--- config.mk ---
export PLATFORM = sky130hd
export DESIGN_NAME = dbf_rx_seq_ctrl
export DESIGN_NICKNAME = d
export VERILOG_FILES = /design/src/rtl/dbf_rx_seq_ctrl_pkg.sv /design/src/rtl/dbf_zone_stepper.sv /design/src/rtl/dbf_rx_seq_ctrl.sv
export SDC_FILE = /design/constraint.sdc
export NUM_CORES = 1
export LEC_CHECK = 0
export CAP_MARGIN = 10
export CELL_PAD_IN_SITES_DETAIL_PLACEMENT = 1
export CELL_PAD_IN_SITES_GLOBAL_PLACEMENT = 2
export CORE_MARGIN = 2
export CORE_UTILIZATION = 32
export CTS_CLUSTER_SIZE = 10
export DETAILED_ROUTE_END_ITERATION = 8
export GPL_TIMING_DRIVEN = 0
export HOLD_SLACK_MARGIN = 0.15
export PLACE_DENSITY = 0.78
export RECOVER_POWER = 100
export SLEW_MARGIN = 20
export SYNTH_ARGS = -nofsm -noshare
export SYNTH_HDL_FRONTEND = slang
export SYNTH_SLANG_ARGS = --single-unit
--- constraint.sdc ---
create_clock -name clk -period 3.5 [get_ports clk]
set_clock_uncertainty 0.2 [all_clocks]
set_input_delay 0.7 -clock clk [delete_from_list [all_inputs] [get_ports clk]]
set_output_delay 0.7 -clock clk [all_outputs]
set_load 0.02 [all_outputs]
--- src/rtl/dbf_rx_seq_ctrl_pkg.sv ---
// dbf_rx_seq_ctrl_pkg
//   Shared definitions for the DBF per-line receive sequencer: default widths
//   and the FSM state encoding used by dbf_rx_seq_ctrl.
package dbf_rx_seq_ctrl_pkg;

  localparam int unsigned ADDR_WD_DEF  = 8;
  localparam int unsigned TXLEN_WD_DEF = 8;
  localparam int unsigned RXLEN_WD_DEF = 16;
  localparam int unsigned ZLEN_WD_DEF  = 12;

  typedef enum logic [1:0] {
    StIdle = 2'd0,
    StTx   = 2'd1,
    StRx   = 2'd2,
    StDone = 2'd3
  } state_e;

endpackage

--- src/rtl/dbf_zone_stepper.sv ---
// dbf_zone_stepper
//   Steps the focal-zone LUT address through the receive window.
//   Ports:
//     clk, rst    clock, asynchronous active-high reset
//     clear       return to address 0 with no strobe (line abort)
//     load        return to address 0 and strobe we (zone-0 preload)
//     enable      one RX cycle is being entered; advance the zone counter
//     zone_len    cycles per zone (0 = single zone, never steps)
//     num_zones   number of zones; address saturates at num_zones-1
//     addr, we    registered LUT address and one-cycle update strobe
module dbf_zone_stepper #(
  parameter int unsigned ADDR_WD = 8,
  parameter int unsigned ZLEN_WD = 12
) (
  input  logic               clk,
  input  logic               rst,
  input  logic               clear,
  input  logic               load,
  input  logic               enable,
  input  logic [ZLEN_WD-1:0] zone_len,
  input  logic [ADDR_WD-1:0] num_zones,
  output logic [ADDR_WD-1:0] addr,
  output logic               we
);

  logic [ZLEN_WD-1:0] zcnt_q;
  logic [ZLEN_WD-1:0] zcnt_inc;
  logic               can_step;

  // zcnt_q never exceeds zone_len-1, so the increment cannot wrap.
  assign zcnt_inc = zcnt_q + ZLEN_WD'(1);
  assign can_step = addr < (num_zones - ADDR_WD'(1));

  always_ff @(posedge clk or posedge rst) begin
    if (rst) begin
      zcnt_q <= '0;
      addr   <= '0;
      we     <= 1'b0;
    end else begin
      we <= 1'b0;
      if (clear) begin
        zcnt_q <= '0;
        addr   <= '0;
      end else if (load) begin
        zcnt_q <= '0;
        addr   <= '0;
        we     <= 1'b1;
      end else if (enable && (zone_len != '0)) begin
        if (zcnt_inc == zone_len) begin
          zcnt_q <= '0;
          // Address and strobe move together; at the last zone both hold.
          if (can_step) begin
            addr <= addr + ADDR_WD'(1);
            we   <= 1'b1;
          end
        end else begin
          zcnt_q <= zcnt_inc;
        end
      end
    end
  end

endmodule

--- src/rtl/dbf_rx_seq_ctrl.sv ---
// dbf_rx_seq_ctrl
//   Per-line sequencer for the DBF channel datapath. Opens the transmit window
//   (tx_en), then the beamform window (start), and steps the focal-zone LUT
//   address during receive. All outputs are registered.
//   Ports:
//     clk, rst          clock, asynchronous active-high reset
//     line_trig, abort  fire one line / synchronous abort to IDLE
//     cfg_*             line configuration, latched when a line is accepted
//     tx_en, start      transmit and beamform windows
//     dbf_lut_addr/we   focal-zone LUT address and update strobe
//     busy              high outside IDLE
//     line_done         pulse at normal end of line
//     trig_ovr          pulse for a trigger that arrived while busy
//     cfg_err           pulse for a trigger rejected by bad configuration
module dbf_rx_seq_ctrl
  import dbf_rx_seq_ctrl_pkg::*;
#(
  parameter int unsigned ADDR_WD  = ADDR_WD_DEF,
  parameter int unsigned TXLEN_WD = TXLEN_WD_DEF,
  parameter int unsigned RXLEN_WD = RXLEN_WD_DEF,
  parameter int unsigned ZLEN_WD  = ZLEN_WD_DEF
) (
  input  logic                clk,
  input  logic                rst,
  input  logic                line_trig,
  input  logic                abort,
  input  logic [TXLEN_WD-1:0] cfg_tx_len,
  input  logic [RXLEN_WD-1:0] cfg_rx_len,
  input  logic [ZLEN_WD-1:0]  cfg_zone_len,
  input  logic [ADDR_WD-1:0]  cfg_num_zones,
  output logic                tx_en,
  output logic                start,
  output logic [ADDR_WD-1:0]  dbf_lut_addr,
  output logic                dbf_lut_we,
  output logic                busy,
  output logic                line_done,
  output logic                trig_ovr,
  output logic                cfg_err
);

  state_e              state_q;
  logic [TXLEN_WD-1:0] tx_len_q;
  logic [TXLEN_WD-1:0] tx_cnt_q;
  logic [RXLEN_WD-1:0] rx_len_q;
  logic [RXLEN_WD-1:0] rx_cnt_q;
  logic [ZLEN_WD-1:0]  zone_len_q;
  logic [ADDR_WD-1:0]  num_zones_q;

  logic cfg_ok;
  logic accept;
  logic tx_last;
  logic rx_last;
  logic zone_en;

  assign cfg_ok  = (cfg_rx_len != '0) && (cfg_num_zones != '0);
  assign accept  = (state_q == StIdle) && line_trig && cfg_ok && !abort;
  // Counters hold the 1-based index of the current cycle within its window.
  assign tx_last = tx_cnt_q >= tx_len_q;
  assign rx_last = rx_cnt_q >= rx_len_q;
  // Pulse on every edge that opens an RX cycle, so the zone counter counts
  // RX cycles and its strobe lands in the cycle that completes a zone.
  assign zone_en = !abort && (((state_q == StTx) && tx_last) ||
                              ((state_q == StRx) && !rx_last));

  dbf_zone_stepper #(
    .ADDR_WD (ADDR_WD),
    .ZLEN_WD (ZLEN_WD)
  ) u_zone_stepper (
    .clk       (clk),
    .rst       (rst),
    .clear     (abort),
    .load      (accept),
    .enable    (zone_en),
    .zone_len  (zone_len_q),
    .num_zones (num_zones_q),
    .addr      (dbf_lut_addr),
    .we        (dbf_lut_we)
  );

  always_ff @(posedge clk or posedge rst) begin
    if (rst) begin
      state_q     <= StIdle;
      tx_len_q    <= '0;
      tx_cnt_q    <= '0;
      rx_len_q    <= '0;
      rx_cnt_q    <= '0;
      zone_len_q  <= '0;
      num_zones_q <= '0;
      tx_en       <= 1'b0;
      start       <= 1'b0;
      busy        <= 1'b0;
      line_done   <= 1'b0;
      trig_ovr    <= 1'b0;
      cfg_err     <= 1'b0;
    end else begin
      line_done <= 1'b0;
      cfg_err   <= 1'b0;
      // A trigger dropped by abort is not an overrun.
      trig_ovr  <= line_trig && !abort && (state_q != StIdle);
      if (abort) begin
        state_q  <= StIdle;
        tx_cnt_q <= '0;
        rx_cnt_q <= '0;
        tx_en    <= 1'b0;
        start    <= 1'b0;
        busy     <= 1'b0;
      end else begin
        unique case (state_q)
          StIdle: begin
            if (line_trig) begin
              if (!cfg_ok) begin
                cfg_err <= 1'b1;
              end else begin
                // A zero transmit length still gives one TX cycle.
                tx_len_q    <= (cfg_tx_len == '0) ? TXLEN_WD'(1) : cfg_tx_len;
                rx_len_q    <= cfg_rx_len;
                zone_len_q  <= cfg_zone_len;
                num_zones_q <= cfg_num_zones;
                tx_cnt_q    <= TXLEN_WD'(1);
                state_q     <= StTx;
                tx_en       <= 1'b1;
                busy        <= 1'b1;
              end
            end
          end
          StTx: begin
            if (tx_last) begin
              rx_cnt_q <= RXLEN_WD'(1);
              state_q  <= StRx;
              tx_en    <= 1'b0;
              start    <= 1'b1;
            end else begin
              tx_cnt_q <= tx_cnt_q + TXLEN_WD'(1);
            end
          end
          StRx: begin
            if (rx_last) begin
              state_q   <= StDone;
              start     <= 1'b0;
              line_done <= 1'b1;
            end else begin
              rx_cnt_q <= rx_cnt_q + RXLEN_WD'(1);
            end
          end
          StDone: begin
            state_q <= StIdle;
            busy    <= 1'b0;
          end
          default: begin
            state_q <= StIdle;
          end
        endcase
      end
    end
  end

endmodule

==> results of run 1 <==
[layer usage]
metal	GRT usage (%)	routed length, um
met1	24.32	7663
met2	35.37	9239
met3	3.582	463
met4	5.272	198
met5	0	0
[flip-flops by register name, summed over array words and instances (netlist names)]
register / count
tx_cnt_q: 8
zone_len_q: 12
u_zone_stepper.we: 1
trig_ovr: 1
rx_len_q: 16
start: 1
rx_cnt_q: 16
u_zone_stepper.addr: 8
cfg_err: 1
num_zones_q: 8
state_q: 2
busy: 1
line_done: 1
tx_en: 1
tx_len_q: 8
u_zone_stepper.zcnt_q: 12
[power by group through the flow]
stage	Combinational, mW	Clock (mW)	Sequential (mW)
after floorplan	0.992	0	1.60
after global placement	1.34	0	1.66
after detailed placement	1.42	0	1.68
after CTS	1.48	1.03	1.66
after global routing	1.69	1.08	1.69
final	1.48	1.01	1.65
[worst max-delay path by stage]
stage,endpoint,depth (start not counted),slack [ns],startpoint
finish,u_zone_stepper.addr[2],9,0.16,u_zone_stepper.zcnt_q[0]
global route,u_zone_stepper.addr[7],13,-0.04,num_zones_q[4]
CTS,u_zone_stepper.addr[2],12,0.003,num_zones_q[5]
detailed placement,tx_cnt_q[6],8,-0.36,cfg_rx_len[13]
global placement,num_zones_q[4],2,-1.59,rst
floorplan,busy,1,0.07,rst
[tightest hold or removal path: stages, from the launching register on]
cell,delay [ns]
dfrtp_1,0.35
a21oi_1,0.06
nor2_1,0.08
[cells by family (layout without fill, tap and decap cells)]
group / Yosys count / in the layout / synth area share (%)
AO/OA/AOI/OAI: 152 / 152 / 15.51
multiplexers: 24 / 24 / 4.641
XOR/XNOR: 20 / 20 / 3.050
AND/OR/NAND/NOR: 219 / 219 / 20.87
flip-flops: 97 / 97 / 42.27
adder cells (fa/ha/maj): 40 / 40 / 8.715
buffers and inverters: 69 / 151 / 4.945
[timing repair]
item,4_1_cts,5_1_grt
gates resized for setup,5,19
buffers inserted,5,1
endpoints found under the setup margin,9,35
endpoints found under the hold margin,0,0
cloned,0,0
pin swaps,5,8
hold buffers,0,0
[area by class of cell]
type                    instances  area share (%)
plain buffers                  24           1.659
inverters                      44           2.330
multi-input cells             455           44.00
repair buffers                 69           9.778
clock buffers                  11           3.424
clock inverters                 3          0.6001
flip-flops and latches         97           34.24
well taps                     225           3.971
[placed cells by master, fill, tap and decap left out, types with 4 or more instances in the layout]
master,Yosys,layout
nand2b_1,4,4
clkdlybuf4s50_1,0,45
nor2b_1,4,4
clkbuf_1,16,14
nand3_1,30,29
or3_1,22,22
xor2_1,9,9
mux2_2,21,21
nor4_1,13,12
o31ai_1,10,7
clkbuf_16,0,9
nor2_1,19,19
o22ai_1,8,8
a21oi_1,52,49
nand4_1,11,11
a31oi_1,4,4
o21ai_0,52,50
buf_4,1,7
and4_1,7,7
inv_1,43,43
nor3_1,9,9
dlygate4sd3_1,0,17
dfrtp_1,97,97
ha_1,40,40
nand2_1,66,66
xnor2_1,11,11
or4_1,11,8
buf_2,5,5
==> run summary, run 1 <==
Status: finished, violations left
Failing checks: max-capacitance violations, max-slew violations
Total power: 4.148 mW
Initial antenna violation count: 0
Area leader, netlist: dfrtp_1
CTS root buf: clkbuf_16
Ys flop type: dfrtp_1
Global route overflow: 0
R2R Path End: u_zone_stepper.addr[2]
Die span in y: 138.0 um
Multi-input logic area: 3119 um^2
Number of synthesized flops with an enable pin: 0
Final worst-path cycle share: 95.53%
CTS Buf Count: 9
Logic gate share of total power: 35.8%
Hold Path Class: register to register
Pint: 2.625 mW
Clock share of power: 24.4%
CP max FO: 9
Share of Yosys cell area claimed by the top area cell type: 42.27%
Pre-CTS setup slack: -0.3643 ns
Crit path max-delay family: simple AND/OR/NAND/NOR gates
CP endpoint kind: register
Largest net degree at the start of global routing: 55
Worst-Skew Late Latency: 0.35 ns
Slowest cell on the critical path: or3b_2
Via count: 5040
Clk sinks: 97
Final HPWL DP: 13200 um
Placed insts: 909
Diodes inserted: 0
Max-cap violation count: 1
Fin nets: 788
Cell Chain, Critical Path: ha_1, nand3_2, or3b_2, xnor2_1, nor3_1, nand4_2, buf_6, or4_4, a21oi_2
Vias/cell: 5.431
RSZ-0062 raised after global routing: true
Synth top cells by count: dfrtp_1 (97), nand2_1 (66), a21oi_1 (52), o21ai_0 (52), inv_1 (43)
Final slew viol count: 54
Reg power frac: 39.8%
Worst R2R Start: u_zone_stepper.zcnt_q[0]
Final hold violations: 0
RD Place Congestion: 0.8018
Worst path required time: 3.58 ns
Crit path DAT: 3.42 ns
H-tree Lvls: 3
Critical path class: register to register
Final Non-Filler Cells: 928
DRT Pass-1 Iters: 4
Placed cell areas: 6678 um^2
Clk buf depth: 2
Die width: 138.0 um
Post-synth net total: 709
Hold slack final: 0.3275 ns
Async set-reset flop share out of synthesis: 100.0%
Share of cells above drive strength 1: 11.66%
Seq/Total Area, Yosys: 42.27%
Core Rows: 48
Max-slew headroom: -50.34%
Worst-margin pin slew: 2.253 ns
Crit path launch type: register
Core area: 17420 um^2
Final Cell Area: 7089 um^2
Final worst setup slack: 0.1566 ns
Max Fclk: 0.2991 GHz
I/O pin count: 63
DRC: 0
Fillers: 2007
Final setup vio count: 0
Final ANT Viol Nets: 0
Initial core utilization: 32.97%
Hold path depth: 2
DR WL/cell: 18.93 um
WHS Endpoint: tx_en
Worst Path Buf+Inv: 1
Ranking of synthesized cells by area: dfrtp_1 (42%), ha_1 (8.7%), a21oi_1 (4.5%), o21ai_0 (4.5%), nand2_1 (4.3%)
Post-synth cell types: 59
Hold path start: tx_en
Gate count after technology mapping: 621
Synth warnings: 0
Syn Std Cell Area: 5743 um^2
FF/Latch Area: 2427 um^2
Syn_area_per_cell: 9.248 um^2
Worst-path clk slew: 0.07 ns
Max rail drop VDD: 270.6 uV
#FFs+latches synth: 97
P_sw: 1.523 mW
DIE AREA: 19030 um^2
All-Layer GR Usage: 19.74%
Sw Share: 36.72%
Leak: 2.933 nW
Area Growth Syn to Fin: 23.44%
CTS tree: built
R2R depth: 9
Fin crit period: 3.343 ns
Post-Route Setup TNS: 0 ns
Port bufs: 62
Top-count cell post-synth: dfrtp_1
Pwr dens: 585.1 nW/um^2
Initial DRC Count: 199
Vias in the first global route: 5459
WL final: 17560 um
First-pass GRT wire length: 28810 um
Crit-path max cell delay: 0.56 ns
Share of the core filled with cells: 40.70%
Worst reg-to-reg setup slack: 0.16 ns
Note: power is estimated with default switching activity, not from simulation.
==> run 2: changes to the inputs <==
--- a/config.mk
+++ b/config.mk
@@ -5,16 +5,18 @@
 export SDC_FILE = /design/constraint.sdc
 export NUM_CORES = 1
 export LEC_CHECK = 0
+export ABC_CLOCK_PERIOD_IN_PS = 3830
 export CAP_MARGIN = 10
 export CELL_PAD_IN_SITES_DETAIL_PLACEMENT = 1
 export CELL_PAD_IN_SITES_GLOBAL_PLACEMENT = 2
 export CORE_MARGIN = 2
-export CORE_UTILIZATION = 32
+export CORE_UTILIZATION = 37
+export CTS_BUF_LIST = sky130_fd_sc_hd__clkbuf_2 sky130_fd_sc_hd__clkbuf_4 sky130_fd_sc_hd__clkbuf_8
 export CTS_CLUSTER_SIZE = 10
 export DETAILED_ROUTE_END_ITERATION = 8
 export GPL_TIMING_DRIVEN = 0
 export HOLD_SLACK_MARGIN = 0.15
-export PLACE_DENSITY = 0.78
+export PLACE_DENSITY = 0.85
 export RECOVER_POWER = 100
 export SLEW_MARGIN = 20
 export SYNTH_ARGS = -nofsm -noshare
==> constraint.sdc (replaced) <==
create_clock -name clk -period 3.83 [get_ports clk]
set_clock_uncertainty 0.2 [all_clocks]
set_input_delay 0.766 -clock clk [delete_from_list [all_inputs] [get_ports clk]]
set_output_delay 0.766 -clock clk [all_outputs]
set_load 0.02 [all_outputs]
==> run 2 against run 1 <==
Compared with the run above:
- the run now ends clean
- maximum frequency shrank 6.2%
- utilization grew 3.9 points
- setup slack gained 0.11 ns
- clock power shrank 35%
- critical path type unchanged
- largest cell class unchanged
- largest power group unchanged
==> run summary, run 2 (synthesized netlist as in run 1, its figures left out) <==
Port bufs: 62
Multi-input logic area: 3032 um^2
DRC: 0
Area Growth Syn to Fin: 18.13%
Post-Route Setup TNS: 0 ns
RSZ-0062 raised after global routing: false
Top Registers: rx_cnt_q x16, rx_len_q x16
Hold path start: tx_en
Commonest cells after routing, fill and taps aside: dfrtp_1 (97), nand2_1 (66), a21oi_1 (52)
Clk sinks: 97
Worst reg-to-reg setup slack: 0.27 ns
CTS root buf: clkbuf_8
Worst R2R Start: num_zones_q[4]
Slowest cell on the critical path: or4_1
Crit path launch type: register
Fillers: 1778
Placed insts: 872
H-tree Lvls: 3
Vias/cell: 5.666
Vias in the first global route: 5441
Final hold violations: 0
Via count: 5031
Met3 wire len: 391 um
Final worst setup slack: 0.2675 ns
Max-cap violation count: 0
CTS tree: built
Crit-path max cell delay: 0.54 ns
Max Fclk: 0.2807 GHz
Final setup vio count: 0
Final Cell Area: 6784 um^2
Cell Chain, Critical Path: or4_1, nor4_1, xnor2_1, ha_1, and4_1, o21ai_0, a21oi_1, a211oi_2, nand4_1, buf_6, or4_1, a21oi_1
Die width: 128.6 um
DR WL/cell: 18.89 um
Pre-CTS setup slack: -0.3609 ns
Fin crit period: 3.563 ns
Clk buf depth: 2
DRT Pass-1 Iters: 4
Status: complete, no violations
Crit path DAT: 3.68 ns
Met1 wire length: 7706 um
Final worst-path cycle share: 93.02%
I/O pin count: 63
Core Rows: 45
Hold path depth: 2
All-Layer GR Usage: 21.51%
Worst-path clk slew: 0.10 ns
Max-slew headroom: 26.84%
WHS Endpoint: tx_en
Total power: 3.444 mW
CTS Buf Count: 9
Core area: 15200 um^2
Initial core utilization: 37.78%
RD Place Congestion: 0.8623
Largest net degree at the start of global routing: 77
Leak: 2.811 nW
Worst-margin pin slew: 1.097 ns
Fin nets: 783
Hold slack final: 0.3380 ns
FF/Latch Area: 2427 um^2
Worst-Skew Late Latency: 0.39 ns
Worst path required time: 3.95 ns
First-pass GRT wire length: 28000 um
Initial antenna violation count: 0
Final slew viol count: 0
Hold Path Class: register to register
R2R depth: 12
Share of cells above drive strength 1: 8.714%
CP max FO: 10
WL final: 16770 um
R2R Path End: u_zone_stepper.addr[7]
Final HPWL DP: 12690 um
Final Non-Filler Cells: 888
Global route overflow: 0
Post-CTS setup buffers: 0
Diodes inserted: 0
Critical path class: register to register
Pwr dens: 507.6 nW/um^2
Final ANT Viol Nets: 0
Met2 WL: 8353 um
Max rail drop VDD: 181.5 uV
CP endpoint kind: register
Die span in y: 128.6 um
Share of the core filled with cells: 44.63%
DR top layer: met4
Initial DRC Count: 217
Placed cell areas: 6631 um^2
DIE AREA: 16530 um^2
Most common cell after layout, fill and taps aside: dfrtp_1
-- run 2: changes by cell type in the layout (fill, tap and decap cells not counted), moves of 3 or more --
cell,previous run,this run
clkbuf_8,1,10
or4_4,3,0
a21oi_1,49,52
clkbuf_16,9,0
or4_1,8,11
buf_4,7,1
o31ai_1,7,10
a21oi_2,3,0
o31ai_2,3,0
-- run 2: routing by layer --
layer	GRT usage (%)	vias up
li1	-	2401
met1	28.15	2541
met2	36.86	70
met3	2.328	19
met4	8.184	0
met5	0	-
-- run 2: critical path, delay by kind of cell, from the launching register on --
family                   cells  cell delay (ns)
AO/OA/AOI/OAI                4             0.56
AND/OR/NAND/NOR              5             1.61
flip-flops                   1             0.44
XOR/XNOR                     1             0.19
adder cells (fa/ha/maj)      1             0.29
buffers and inverters        1             0.20
-- run 2: final cells by class --
type | count | share of cell area, %
Timing Repair Buffer | 63 | 9.259
Inverter | 44 | 2.453
Tap cell | 188 | 3.467
Multi-Input combinational cell | 455 | 44.69
Clock buffer | 11 | 2.139
Clock inverter | 5 | 0.4611
Buffer | 25 | 1.752
Sequential cell | 97 | 35.78
-- run 2: how the worst max path moves through the flow --
stage | from | end | depth (start not counted)
4_1_cts | cfg_rx_len[12] | tx_cnt_q[0] | 8
6_report | num_zones_q[4] | u_zone_stepper.addr[7] | 12
3_5_place_dp | cfg_rx_len[12] | tx_cnt_q[0] | 8
5_1_grt | num_zones_q[4] | u_zone_stepper.addr[7] | 12
2_1_floorplan | rst | busy | 1
3_3_place_gp | rst | tx_len_q[7] | 2
-- run 2: what timing repair did --
item	4_1_cts	5_1_grt
setup endpoints to repair	0	11
hold buffers	0	0
resized for setup	0	3
-- run 2: where the power goes --
group | internal (mW) | total (mW) | switching (mW)
Sequential | 1.29 | 1.51 | 0.222
Clock | 0.260 | 0.655 | 0.395
Combinational | 0.553 | 1.28 | 0.728
Total | 2.10 | 3.44 | 1.35
